**config.mk**
```make
export PLATFORM = sky130hd
export DESIGN_NAME = vga_stream_sched
export DESIGN_NICKNAME = d
export VERILOG_FILES = /design/src/rtl/vga_pkg.sv /design/src/rtl/vga_timing_gen.sv /design/src/rtl/vga_stream_sched.sv
export SDC_FILE = /design/constraint.sdc
export NUM_CORES = 1
export LEC_CHECK = 0
export BUFFER_PORTS_ARGS = -buffer_cell sky130_fd_sc_hd__buf_2
export CORE_MARGIN = 2
export CORE_UTILIZATION = 44
export CTS_CLUSTER_DIAMETER = 200
export DETAILED_ROUTE_END_ITERATION = 7
export PLACE_DENSITY = 0.79
export RECOVER_POWER = 25
export SETUP_SLACK_MARGIN = 0.15
export SYNTH_ARGS = -nofsm -noshare
export SYNTH_HDL_FRONTEND = slang
export SYNTH_SLANG_ARGS = --single-unit
```
**constraint.sdc**
```tcl
create_clock -name sys_clk -period 4.4 [get_ports sys_clk]
set_clock_uncertainty 0.05 [all_clocks]
set_input_delay 0.22 -clock sys_clk [delete_from_list [all_inputs] [get_ports sys_clk]]
set_output_delay 0.22 -clock sys_clk [all_outputs]
set_load 0.05 [all_outputs]
```
**src/rtl/vga_pkg.sv**
```systemverilog
// vga_pkg
// Shared definitions for the VGA stream scheduler:
//   - vga_sched_state_t : scheduler FSM states
//   - DEF_*             : default 640x480@60 raster timing
//   - RGB_*             : colour-bar palette used for fill pixels in the
//                         test-pattern build (VGA_TEST_PATTERN_EN)
//   - bar_colour()      : maps a bar index 0..7 to its RGB888 value
package vga_pkg;

    typedef enum logic [1:0] {
        WAIT_SOF = 2'd0,
        RUN      = 2'd1,
        RESYNC   = 2'd2
    } vga_sched_state_t;

    localparam int   DEF_H_ACTIVE = 640;
    localparam int   DEF_H_FP     = 16;
    localparam int   DEF_H_SYNC   = 96;
    localparam int   DEF_H_BP     = 48;
    localparam int   DEF_V_ACTIVE = 480;
    localparam int   DEF_V_FP     = 10;
    localparam int   DEF_V_SYNC   = 2;
    localparam int   DEF_V_BP     = 33;
    localparam logic DEF_SYNC_POL = 1'b0;

    localparam logic [23:0] RGB_WHITE   = 24'hFFFFFF;
    localparam logic [23:0] RGB_YELLOW  = 24'hFFFF00;
    localparam logic [23:0] RGB_CYAN    = 24'h00FFFF;
    localparam logic [23:0] RGB_GREEN   = 24'h00FF00;
    localparam logic [23:0] RGB_MAGENTA = 24'hFF00FF;
    localparam logic [23:0] RGB_RED     = 24'hFF0000;
    localparam logic [23:0] RGB_BLUE    = 24'h0000FF;
    localparam logic [23:0] RGB_BLACK   = 24'h000000;

    // Bars run left to right in the classic SMPTE-like order.
    function automatic logic [23:0] bar_colour(input logic [2:0] idx);
        logic [23:0] rgb;
        case (idx)
            3'd0:    rgb = RGB_WHITE;
            3'd1:    rgb = RGB_YELLOW;
            3'd2:    rgb = RGB_CYAN;
            3'd3:    rgb = RGB_GREEN;
            3'd4:    rgb = RGB_MAGENTA;
            3'd5:    rgb = RGB_RED;
            3'd6:    rgb = RGB_BLUE;
            default: rgb = RGB_BLACK;
        endcase
        return rgb;
    endfunction

endpackage

```
**src/rtl/vga_timing_gen.sv**
```systemverilog
// vga_timing_gen
// Raster counters plus combinational decodes of the current position.
// All decode outputs describe the *current* counter values; the parent
// registers them to produce the pin-level signals one cycle later.
// Ports:
//   clk, srst        clock, synchronous active-high reset
//   hcount, vcount   raster position (0..H_TOTAL-1, 0..V_TOTAL-1)
//   active           position lies in the visible area
//   hs_active        position lies in the horizontal sync pulse
//   vs_active        position lies in the vertical sync pulse
//   at_origin        position is (0,0)
//   at_last          position is (H_TOTAL-1, V_TOTAL-1)
module vga_timing_gen
    import vga_pkg::*;
#(
    parameter int H_ACTIVE = DEF_H_ACTIVE,
    parameter int H_FP     = DEF_H_FP,
    parameter int H_SYNC   = DEF_H_SYNC,
    parameter int H_BP     = DEF_H_BP,
    parameter int V_ACTIVE = DEF_V_ACTIVE,
    parameter int V_FP     = DEF_V_FP,
    parameter int V_SYNC   = DEF_V_SYNC,
    parameter int V_BP     = DEF_V_BP
) (
    input  logic        clk,
    input  logic        srst,
    output logic [11:0] hcount,
    output logic [11:0] vcount,
    output logic        active,
    output logic        hs_active,
    output logic        vs_active,
    output logic        at_origin,
    output logic        at_last
);

    localparam int H_TOTAL  = H_ACTIVE + H_FP + H_SYNC + H_BP;
    localparam int V_TOTAL  = V_ACTIVE + V_FP + V_SYNC + V_BP;
    localparam int HS_FIRST = H_ACTIVE + H_FP;
    localparam int HS_LAST  = HS_FIRST + H_SYNC - 1;
    localparam int VS_FIRST = V_ACTIVE + V_FP;
    localparam int VS_LAST  = VS_FIRST + V_SYNC - 1;

    logic [11:0] hcount_reg, hcount_next;
    logic [11:0] vcount_reg, vcount_next;
    logic        h_wrap, v_wrap;

    assign h_wrap = (hcount_reg == 12'(H_TOTAL - 1));
    assign v_wrap = (vcount_reg == 12'(V_TOTAL - 1));

    always_comb begin
        hcount_next = hcount_reg + 12'd1;
        vcount_next = vcount_reg;
        if (h_wrap) begin
            hcount_next = '0;
            vcount_next = v_wrap ? '0 : vcount_reg + 12'd1;
        end
    end

    always_ff @(posedge clk) begin
        if (srst) begin
            hcount_reg <= '0;
            vcount_reg <= '0;
        end else begin
            hcount_reg <= hcount_next;
            vcount_reg <= vcount_next;
        end
    end

    assign hcount    = hcount_reg;
    assign vcount    = vcount_reg;
    assign active    = (hcount_reg < 12'(H_ACTIVE)) && (vcount_reg < 12'(V_ACTIVE));
    assign hs_active = (hcount_reg >= 12'(HS_FIRST)) && (hcount_reg <= 12'(HS_LAST));
    assign vs_active = (vcount_reg >= 12'(VS_FIRST)) && (vcount_reg <= 12'(VS_LAST));
    assign at_origin = (hcount_reg == 12'd0) && (vcount_reg == 12'd0);
    assign at_last   = h_wrap && v_wrap;

endmodule

```
**src/rtl/vga_stream_sched.sv**
```systemverilog
// vga_stream_sched
// Locks a valid/ready RGB888 pixel stream to a VGA raster. One beat is
// pulled per active-area cycle while locked; on a missing beat or an SOF
// that arrives off the frame origin, fill pixels are emitted and the
// scheduler waits for the next frame boundary to re-lock.
// Ports:
//   sys_clk, rst            pixel clock, synchronous active-high reset
//   pix_data/sof/valid      incoming stream beat
//   pix_ready               beat consumed when pix_valid && pix_ready
//   err_clr                 clears the sticky underflow flag
//   hcount, vcount          raster position
//   VGA_HS, VGA_VS          sync outputs (asserted level SYNC_POL)
//   VGA_BLK                 1 = active video
//   VGA_RGB                 pixel output, 0 outside the active area
//   frame_start             one-cycle pulse for raster (0,0)
//   locked                  high while the stream is locked (RUN)
//   underflow               sticky error flag
// Build option: define VGA_TEST_PATTERN_EN to make fill pixels eight
// vertical colour bars instead of black.
module vga_stream_sched
    import vga_pkg::*;
#(
    parameter int   H_ACTIVE = DEF_H_ACTIVE,
    parameter int   H_FP     = DEF_H_FP,
    parameter int   H_SYNC   = DEF_H_SYNC,
    parameter int   H_BP     = DEF_H_BP,
    parameter int   V_ACTIVE = DEF_V_ACTIVE,
    parameter int   V_FP     = DEF_V_FP,
    parameter int   V_SYNC   = DEF_V_SYNC,
    parameter int   V_BP     = DEF_V_BP,
    parameter logic SYNC_POL = DEF_SYNC_POL
) (
    input  logic        sys_clk,
    input  logic        rst,
    input  logic [23:0] pix_data,
    input  logic        pix_sof,
    input  logic        pix_valid,
    output logic        pix_ready,
    input  logic        err_clr,
    output logic [11:0] hcount,
    output logic [11:0] vcount,
    output logic        VGA_HS,
    output logic        VGA_VS,
    output logic        VGA_BLK,
    output logic [23:0] VGA_RGB,
    output logic        frame_start,
    output logic        locked,
    output logic        underflow
);

    logic active, hs_active, vs_active, at_origin, at_last;

    vga_timing_gen #(
        .H_ACTIVE (H_ACTIVE),
        .H_FP     (H_FP),
        .H_SYNC   (H_SYNC),
        .H_BP     (H_BP),
        .V_ACTIVE (V_ACTIVE),
        .V_FP     (V_FP),
        .V_SYNC   (V_SYNC),
        .V_BP     (V_BP)
    ) u_timing (
        .clk       (sys_clk),
        .srst      (rst),
        .hcount    (hcount),
        .vcount    (vcount),
        .active    (active),
        .hs_active (hs_active),
        .vs_active (vs_active),
        .at_origin (at_origin),
        .at_last   (at_last)
    );

    // ------------------------------------------------------------------
    // Fill pixel for the current position
    // ------------------------------------------------------------------
    logic [23:0] fill_rgb;

`ifdef VGA_TEST_PATTERN_EN
    // Bar width is H_ACTIVE/8; only evaluated inside the active area, where
    // the quotient stays within 0..7 for widths that divide evenly.
    localparam int BAR_W = (H_ACTIVE / 8 > 0) ? H_ACTIVE / 8 : 1;
    assign fill_rgb = bar_colour(3'(hcount / 12'(BAR_W)));
`else
    assign fill_rgb = 24'h000000;
`endif

    // ------------------------------------------------------------------
    // Scheduler FSM
    // ------------------------------------------------------------------
    vga_sched_state_t state_reg, state_next;
    logic             ready_int;
    logic             use_stream;
    logic             set_underflow;

    always_comb begin
        state_next    = state_reg;
        ready_int     = 1'b0;
        use_stream    = 1'b0;
        set_underflow = 1'b0;
        case (state_reg)
            RUN: begin
                // Pull unconditionally in the active area; a missing beat is
                // detected from pix_valid but never gates ready.
                ready_int = active;
                if (active) begin
                    if (!pix_valid) begin
                        set_underflow = 1'b1;
                        state_next    = RESYNC;
                    end else if (pix_sof && !at_origin) begin
                        // Misaligned frame start: the beat is consumed and dropped.
                        set_underflow = 1'b1;
                        state_next    = RESYNC;
                    end else begin
                        use_stream = 1'b1;
                    end
                end
            end
            WAIT_SOF, RESYNC: begin
                // Flush non-SOF beats; hold an SOF beat at the head until the
                // raster reaches the last position of the frame.
                ready_int = pix_valid && !pix_sof;
                if (at_last && pix_valid && pix_sof) begin
                    state_next = RUN;
                end
            end
            default: begin
                state_next = WAIT_SOF;
            end
        endcase
    end

    assign pix_ready = ready_int && !rst;
    assign locked    = (state_reg == RUN);

    // ------------------------------------------------------------------
    // Output registers (one cycle behind the counters)
    // ------------------------------------------------------------------
    logic        hs_reg, vs_reg, blk_reg, fs_reg, underflow_reg;
    logic [23:0] rgb_reg, rgb_next;
    logic        underflow_next;

    always_comb begin
        rgb_next = 24'h000000;
        if (active) begin
            rgb_next = use_stream ? pix_data : fill_rgb;
        end
    end

    // A new error in the same cycle as err_clr must survive.
    always_comb begin
        underflow_next = underflow_reg;
        if (set_underflow) begin
            underflow_next = 1'b1;
        end else if (err_clr) begin
            underflow_next = 1'b0;
        end
    end

    always_ff @(posedge sys_clk) begin
        if (rst) begin
            state_reg     <= WAIT_SOF;
            hs_reg        <= ~SYNC_POL;
            vs_reg        <= ~SYNC_POL;
            blk_reg       <= 1'b0;
            rgb_reg       <= 24'h000000;
            fs_reg        <= 1'b0;
            underflow_reg <= 1'b0;
        end else begin
            state_reg     <= state_next;
            hs_reg        <= hs_active ? SYNC_POL : ~SYNC_POL;
            vs_reg        <= vs_active ? SYNC_POL : ~SYNC_POL;
            blk_reg       <= active;
            rgb_reg       <= rgb_next;
            fs_reg        <= at_origin;
            underflow_reg <= underflow_next;
        end
    end

    assign VGA_HS      = hs_reg;
    assign VGA_VS      = vs_reg;
    assign VGA_BLK     = blk_reg;
    assign VGA_RGB     = rgb_reg;
    assign frame_start = fs_reg;
    assign underflow   = underflow_reg;

endmodule
```
==> flow_metrics.tcl, run 1 <==
set metrics [dict create \
    place.gp.congestion 0.9277 \
    antenna_cells 0 \
    r2r_start "u_timing.hcount[6]" \
    drive_gt1_frac 0.2145 \
    m1WireLength_mm 2.347 \
    dieArea_mm2 0.005944 \
    status "finished clean" \
    synth-xor-area-share 0.04098 \
    fmax_ghz 0.3945 \
    start_kind "flop" \
    postCtsSetupRepairBufs 0 \
    muxShareOfSynthArea 0 \
    worst_pin_slew_ns 1.079 \
    fp.coreArea_mm2 0.005140 \
    cpMaxStageDelayCell "nor3_1" \
    cts_buffer_depth 2 \
    grt_max_degree 28 \
    final_common_cell "buf_2" \
    fin_tns_setup_ns 0 \
    largest_register_ffs 24 \
    avgSynthCellArea_um2 9.112 \
    syn_nets 292 \
    peakVddDrop_uv 183.1 \
    critPathMaxFanout 6 \
    seq_area_mm2 0.001101 \
    htreeDepth 2 \
    die_h_um 77.10 \
    synth_fa_ha_area_frac 0.02661 \
    cts-buffers-inserted 5 \
    syn2layout_area_growth_pct 20.60 \
    cp_num_cells 5 \
    crit_buf_inv 1 \
    vias_per_cell 5.332 \
    critPathLaunch "u_timing.vcount[11]" \
    synth_edf_count 0 \
    routed.top_layer "met4" \
    drtIter0Drc 162 \
    regToRegEndpoint "u_timing.vcount[11]" \
    ant_nets 0 \
    intPower_mw 0.6389 \
    totalWireLength_mm 5.338 \
    critPathRequiredTime_ns 4.13 \
    layout_min_cycle_time_ns 2.535 \
    post_cts_resized 0 \
    rsz0062_at_grt "false" \
    p_seq_frac 0.592 \
    met2_length_mm 2.468 \
    drt_pass1_iterations 4 \
    end_kind "output pin" \
    cts_tree "done" \
    rr_worst_depth 4 \
    die_w_um 77.10 \
    synth-simple-area-share 0.3188 \
    fill_cells 529 \
    p_sw_mw 0.2143 \
    clk_pin_slew_ns 0.10 \
    avgRoutedWirePerCell_um 13.31 \
    hold_violations 0 \
    ys_ff_latch 55 \
    leakage_nw 1.073 \
    num_vias 2138 \
    crit_family "simple AND/OR/NAND/NOR gates" \
    crit_type "reg2out" \
    multi_input_area_mm2 0.001135 \
    synth_area_mm2 0.002351 \
    initial_core_util 0.4574 \
    synth_compound_area_frac 0.09473 \
    cts_sinks 55 \
    cp.arrival_ns 2.26 \
    portBuffers 83 \
    drcViolationCount 0 \
    endpoint "pix_ready" \
    slew_violations 0 \
    synth_top_family_by_area "simple AND/OR/NAND/NOR gates" \
    rows 26 \
    final_cell_mix "buf_2 (57), dfxtp_1 (55), clkbuf_1 (26)" \
    hold_buffers 0 \
    wl_met3_um 454 \
    crit_chain "nor3_1 -> nand4_1 -> o32a_1 -> nor2_1 -> buf_2" \
    synth_ff_type "dfxtp_1" \
    place.detailed.hpwl_mm 3.947 \
    gr-total-overflow 0 \
    postSynthCellCount 258 \
    pin_count 84 \
    hp-class "in2reg" \
    critPathMaxStageDelay_ns 0.54 \
    grt_pass1_wl_mm 9.114 \
    yosysSeqAreaShare 0.4683 \
    synth_warnings 0 \
    track_usage 0.1878 \
    pwr-share-clk 0.336 \
    maxCapViolations 0 \
    switching_share 0.2512 \
    clkLatencyLatePin_ns 0.31 \
    cts_root_buf "clkbuf_8" \
    final_area_mm2 0.002835 \
    r2r_slack_ns 1.96 \
    ys_types 44 \
    powerDensity_mw_per_mm2 300.9 \
    setup_viol 0 \
    pwr-share-comb 0.072 \
    finalCritPeriodShare 0.5761 \
    place_area_mm2 0.002776 \
    synthArstFlopShare 0 \
    relSlewSlack 0.2806 \
    nets 364 \
    grt_pass1_vias 2100 \
    antenna_found_initial 0 \
]
==> per-stage QoR <==
| step | std cells | hold slack (ns) | util | total power [mW] | worst slack [ns] |
|---|---|---|---|---|---|
| floorplan | 258 | 0.2947 | - | 0.5559 | 1.925 |
| global placement | 393 | 0.4049 | 0.5402 | 0.5779 | 2.034 |
| detailed placement | 393 | 0.4163 | 0.5402 | 0.5783 | 1.972 |
| CTS | 401 | 0.09191 | 0.5579 | 0.8633 | 1.896 |
| global route | 401 | 0.08920 | 0.5516 | 0.8853 | 1.641 |
| finish | 401 | 0.1043 | 0.5516 | 0.8532 | 1.865 |
==> cell type report <==
type | instances | area share
multi-input combinational | 175 | 0.4003
sequential | 55 | 0.3884
timing repair buffer | 83 | 0.1350
tap | 70 | 0.03089
clock buffer | 5 | 0.02427
inverter | 10 | 0.01324
clock inverter | 3 | 0.007944
==> how the worst min path moves through the flow <==
stage                      start          end  slack [ns]  cells after the start
floorplan                    rst       VGA_HS        0.29                      2
global placement       underflow    underflow        0.40                      1
detailed placement     underflow    underflow        0.42                      1
CTS                 pix_data[14]  VGA_RGB[14]        0.09                      2
global route         pix_data[3]   VGA_RGB[3]        0.09                      2
finish               pix_data[0]   VGA_RGB[0]        0.10                      2
==> power groups by stage <==
stage          Combinational [mW]  Sequential [mW]  Clock, mW
6_report                   0.0611            0.505      0.287
4_1_cts                    0.0621            0.505      0.296
5_1_grt                    0.0676            0.506      0.312
3_3_place_gp               0.0616            0.516          0
3_5_place_dp               0.0617            0.517          0
2_1_floorplan              0.0273            0.529          0
==> cell usage after synthesis, drive strengths merged, types with 2 or more instances <==
library cell / number / area [um2]
dfxtp: 55 / 1101
nor2: 25 / 93.84
nor3b: 25 / 187.7
a21oi: 14 / 73.82
clkbuf: 12 / 45.04
nand3: 12 / 60.06
o21ai: 11 / 55.05
inv: 10 / 37.54
nand2: 9 / 33.78
or3: 9 / 56.30
nand4: 8 / 50.05
xnor2: 8 / 70.07
nor4: 7 / 43.79
buf: 6 / 36.28
and4: 5 / 43.79
ha: 5 / 62.56
nor3: 5 / 25.02
or4: 3 / 26.27
xor2: 3 / 26.28
and2: 2 / 12.51
and3: 2 / 12.51
nand4bb: 2 / 22.52
nor2b: 2 / 12.51
==> routing by layer <==
metal | vias to the layer above | track usage
li1 | 1065 | -
met1 | 985 | 0.2230
met2 | 81 | 0.3158
met3 | 7 | 0.06235
met4 | 0 | 0.06964
met5 | - | 0
==> logic make-up (layout without fill, tap and decap cells) <==
group,Yosys count,count (layout)
compound gates,35,35
xor+xnor,11,11
fa+ha+maj,5,5
buf+inv,28,101
flops,55,55
simple gates,124,124
==> worst reg2reg max path, stage by stage (launching register included) <==
cell	delay, ns
dfxtp_1	0.41
or3_1	0.42
or4_1	0.77
or4_4	0.61
a21oi_2	0.13
(Power assumes the default switching activity.)
==> inputs of run 2 (changes only) <==
Clock period 4.4 ns to 2.5 ns, I/O delays scaled along.
==> run 2 against run 1 <==
Power increased by 80%. Sequential cell count unchanged. Register-to-register slack got worse by 1.7 ns. Design area increased by 7.1%. Die area unchanged. Worst hold slack got worse by 0.088 ns.
==> flow_metrics.tcl, run 2 (synthesis results as in run 1) <==
set metrics [dict create \
    start_kind "flop" \
    cts_tree "done" \
    peakVddDrop_uv 416.3 \
    postCtsSetupRepairBufs 0 \
    drcViolationCount 0 \
    initial_core_util 0.4574 \
    grt_max_degree 28 \
    setup_ws_ns 0.3010 \
    final_area_mm2 0.003038 \
    maxCapViolations 0 \
    ant_nets 0 \
    final_cell_mix "buf_2 (57), dfxtp_1 (48), clkbuf_1 (26)" \
    place_area_mm2 0.002846 \
    clkLatencyLatePin_ns 0.31 \
    portBuffers 83 \
    fin_tns_setup_ns 0 \
    cp.arrival_ns 2.39 \
    cts_sinks 55 \
    grt_pass1_wl_mm 9.439 \
    leakage_nw 1.169 \
    fp.coreArea_mm2 0.005140 \
    fill_cells 445 \
    cts-buffers-inserted 5 \
    r2r_start "u_timing.hcount[0]" \
    nets 385 \
    cts_buffer_depth 2 \
    syn2layout_area_growth_pct 29.22 \
    setup_viol 0 \
    final_common_cell "buf_2" \
    multi_input_area_mm2 0.001135 \
    finalCritPeriodShare 0.8796 \
    grt_pass1_vias 2040 \
    worst_pin_slew_ns 0.6365 \
    r2r_slack_ns 0.30 \
    vias_per_cell 5.291 \
    fmax_ghz 0.4547 \
    rsz0062_at_grt "false" \
    end_kind "flop" \
    antenna_cells 0 \
    avgRoutedWirePerCell_um 13.68 \
    die_w_um 77.10 \
    track_usage 0.1948 \
    layout_min_cycle_time_ns 2.199 \
    die_h_um 77.10 \
    drtIter0Drc 85 \
    critPathMaxFanout 10 \
    crit_type "reg2reg" \
    place.gp.congestion 0.8682 \
    largest_register_ffs 24 \
    hold-path-cell-count 2 \
    cts_root_buf "clkbuf_8" \
    status "finished clean" \
    antenna_found_initial 0 \
    hold_violations 0 \
    htreeDepth 2 \
    final_util 0.5910 \
    place_worst_setup_slack_ns 0.3390 \
    powerDensity_mw_per_mm2 504.3 \
    seq_area_mm2 0.001110 \
    dieArea_mm2 0.005944 \
    relSlewSlack 0.5775 \
    hold_end "VGA_RGB[14]" \
    rows 26 \
    gr-total-overflow 0 \
    slew_violations 0 \
    hp-class "in2reg" \
    critPathRequiredTime_ns 2.69 \
    pin_count 84 \
    rr_worst_depth 6 \
    num_vias 2233 \
    place.detailed.hpwl_mm 4.035 \
    drt_pass1_iterations 4 \
    clk_pin_slew_ns 0.10 \
    hp-start "pix_data[14]" \
    totalWireLength_mm 5.772 \
    regToRegEndpoint "u_timing.vcount[5]" \
    drive_gt1_frac 0.2443 \
]
-- run 2: metrics by stage --
step                      power (mW)  hold slack (ns)  std cells
after floorplan               0.9793           0.1997        258
after global placement         1.024           0.3360        401
after detailed placement       1.026           0.3430        401
after CTS                      1.552       0.00006473        421
after global routing           1.588         0.005730        422
final                          1.532          0.01660        422
-- run 2: worst max-delay path by stage --
| stage | from | to | slack (ns) |
|---|---|---|---|
| floorplan | u_timing.hcount[3] | u_timing.vcount[11] | 0.16 |
| global placement | u_timing.hcount[6] | u_timing.vcount[5] | 0.40 |
| detailed placement | u_timing.hcount[6] | u_timing.vcount[5] | 0.34 |
| CTS | u_timing.hcount[6] | u_timing.vcount[5] | 0.31 |
| global route | u_timing.hcount[0] | u_timing.vcount[5] | 0.18 |
| finish | u_timing.hcount[0] | u_timing.vcount[5] | 0.30 |
-- run 2: worst max-delay path, stage by stage, from the launching register on --
cell and delay [ns]:
dfxtp_1 0.42, ha_1 0.30, nand4bb_1 0.17, or4_1 0.51
buf_4 0.20, or3_1 0.34, a21oi_1 0.15
-- run 2: cell type report --
type                       count  area share
clock buffer                   5     0.02265
tap                           70     0.02883
clock inverter                 3    0.008649
inverter                      10     0.01236
timing repair buffer         104      0.1886
multi-input combinational    175      0.3736
sequential                    55      0.3653
-- run 2: report_power, final --
group | switching [mW] | total [mW] | internal [mW]
logic | 0.0759 | 0.133 | 0.0569
registers | 0.00647 | 0.889 | 0.883
clock network | 0.303 | 0.510 | 0.207
-- run 2: routing by layer --
metal | share of wire | track usage
met3 | 0.065 | 0.04471
met2 | 0.47 | 0.3246
met1 | 0.44 | 0.2474
met4 | 0.018 | 0.06964
met5 | 0 | 0
-- run 2: what timing repair did --
action / in CTS / in global routing
hold buffers: 12 / 1
endpoints found under the hold margin: 12 / 1
resized for setup: 0 / 0
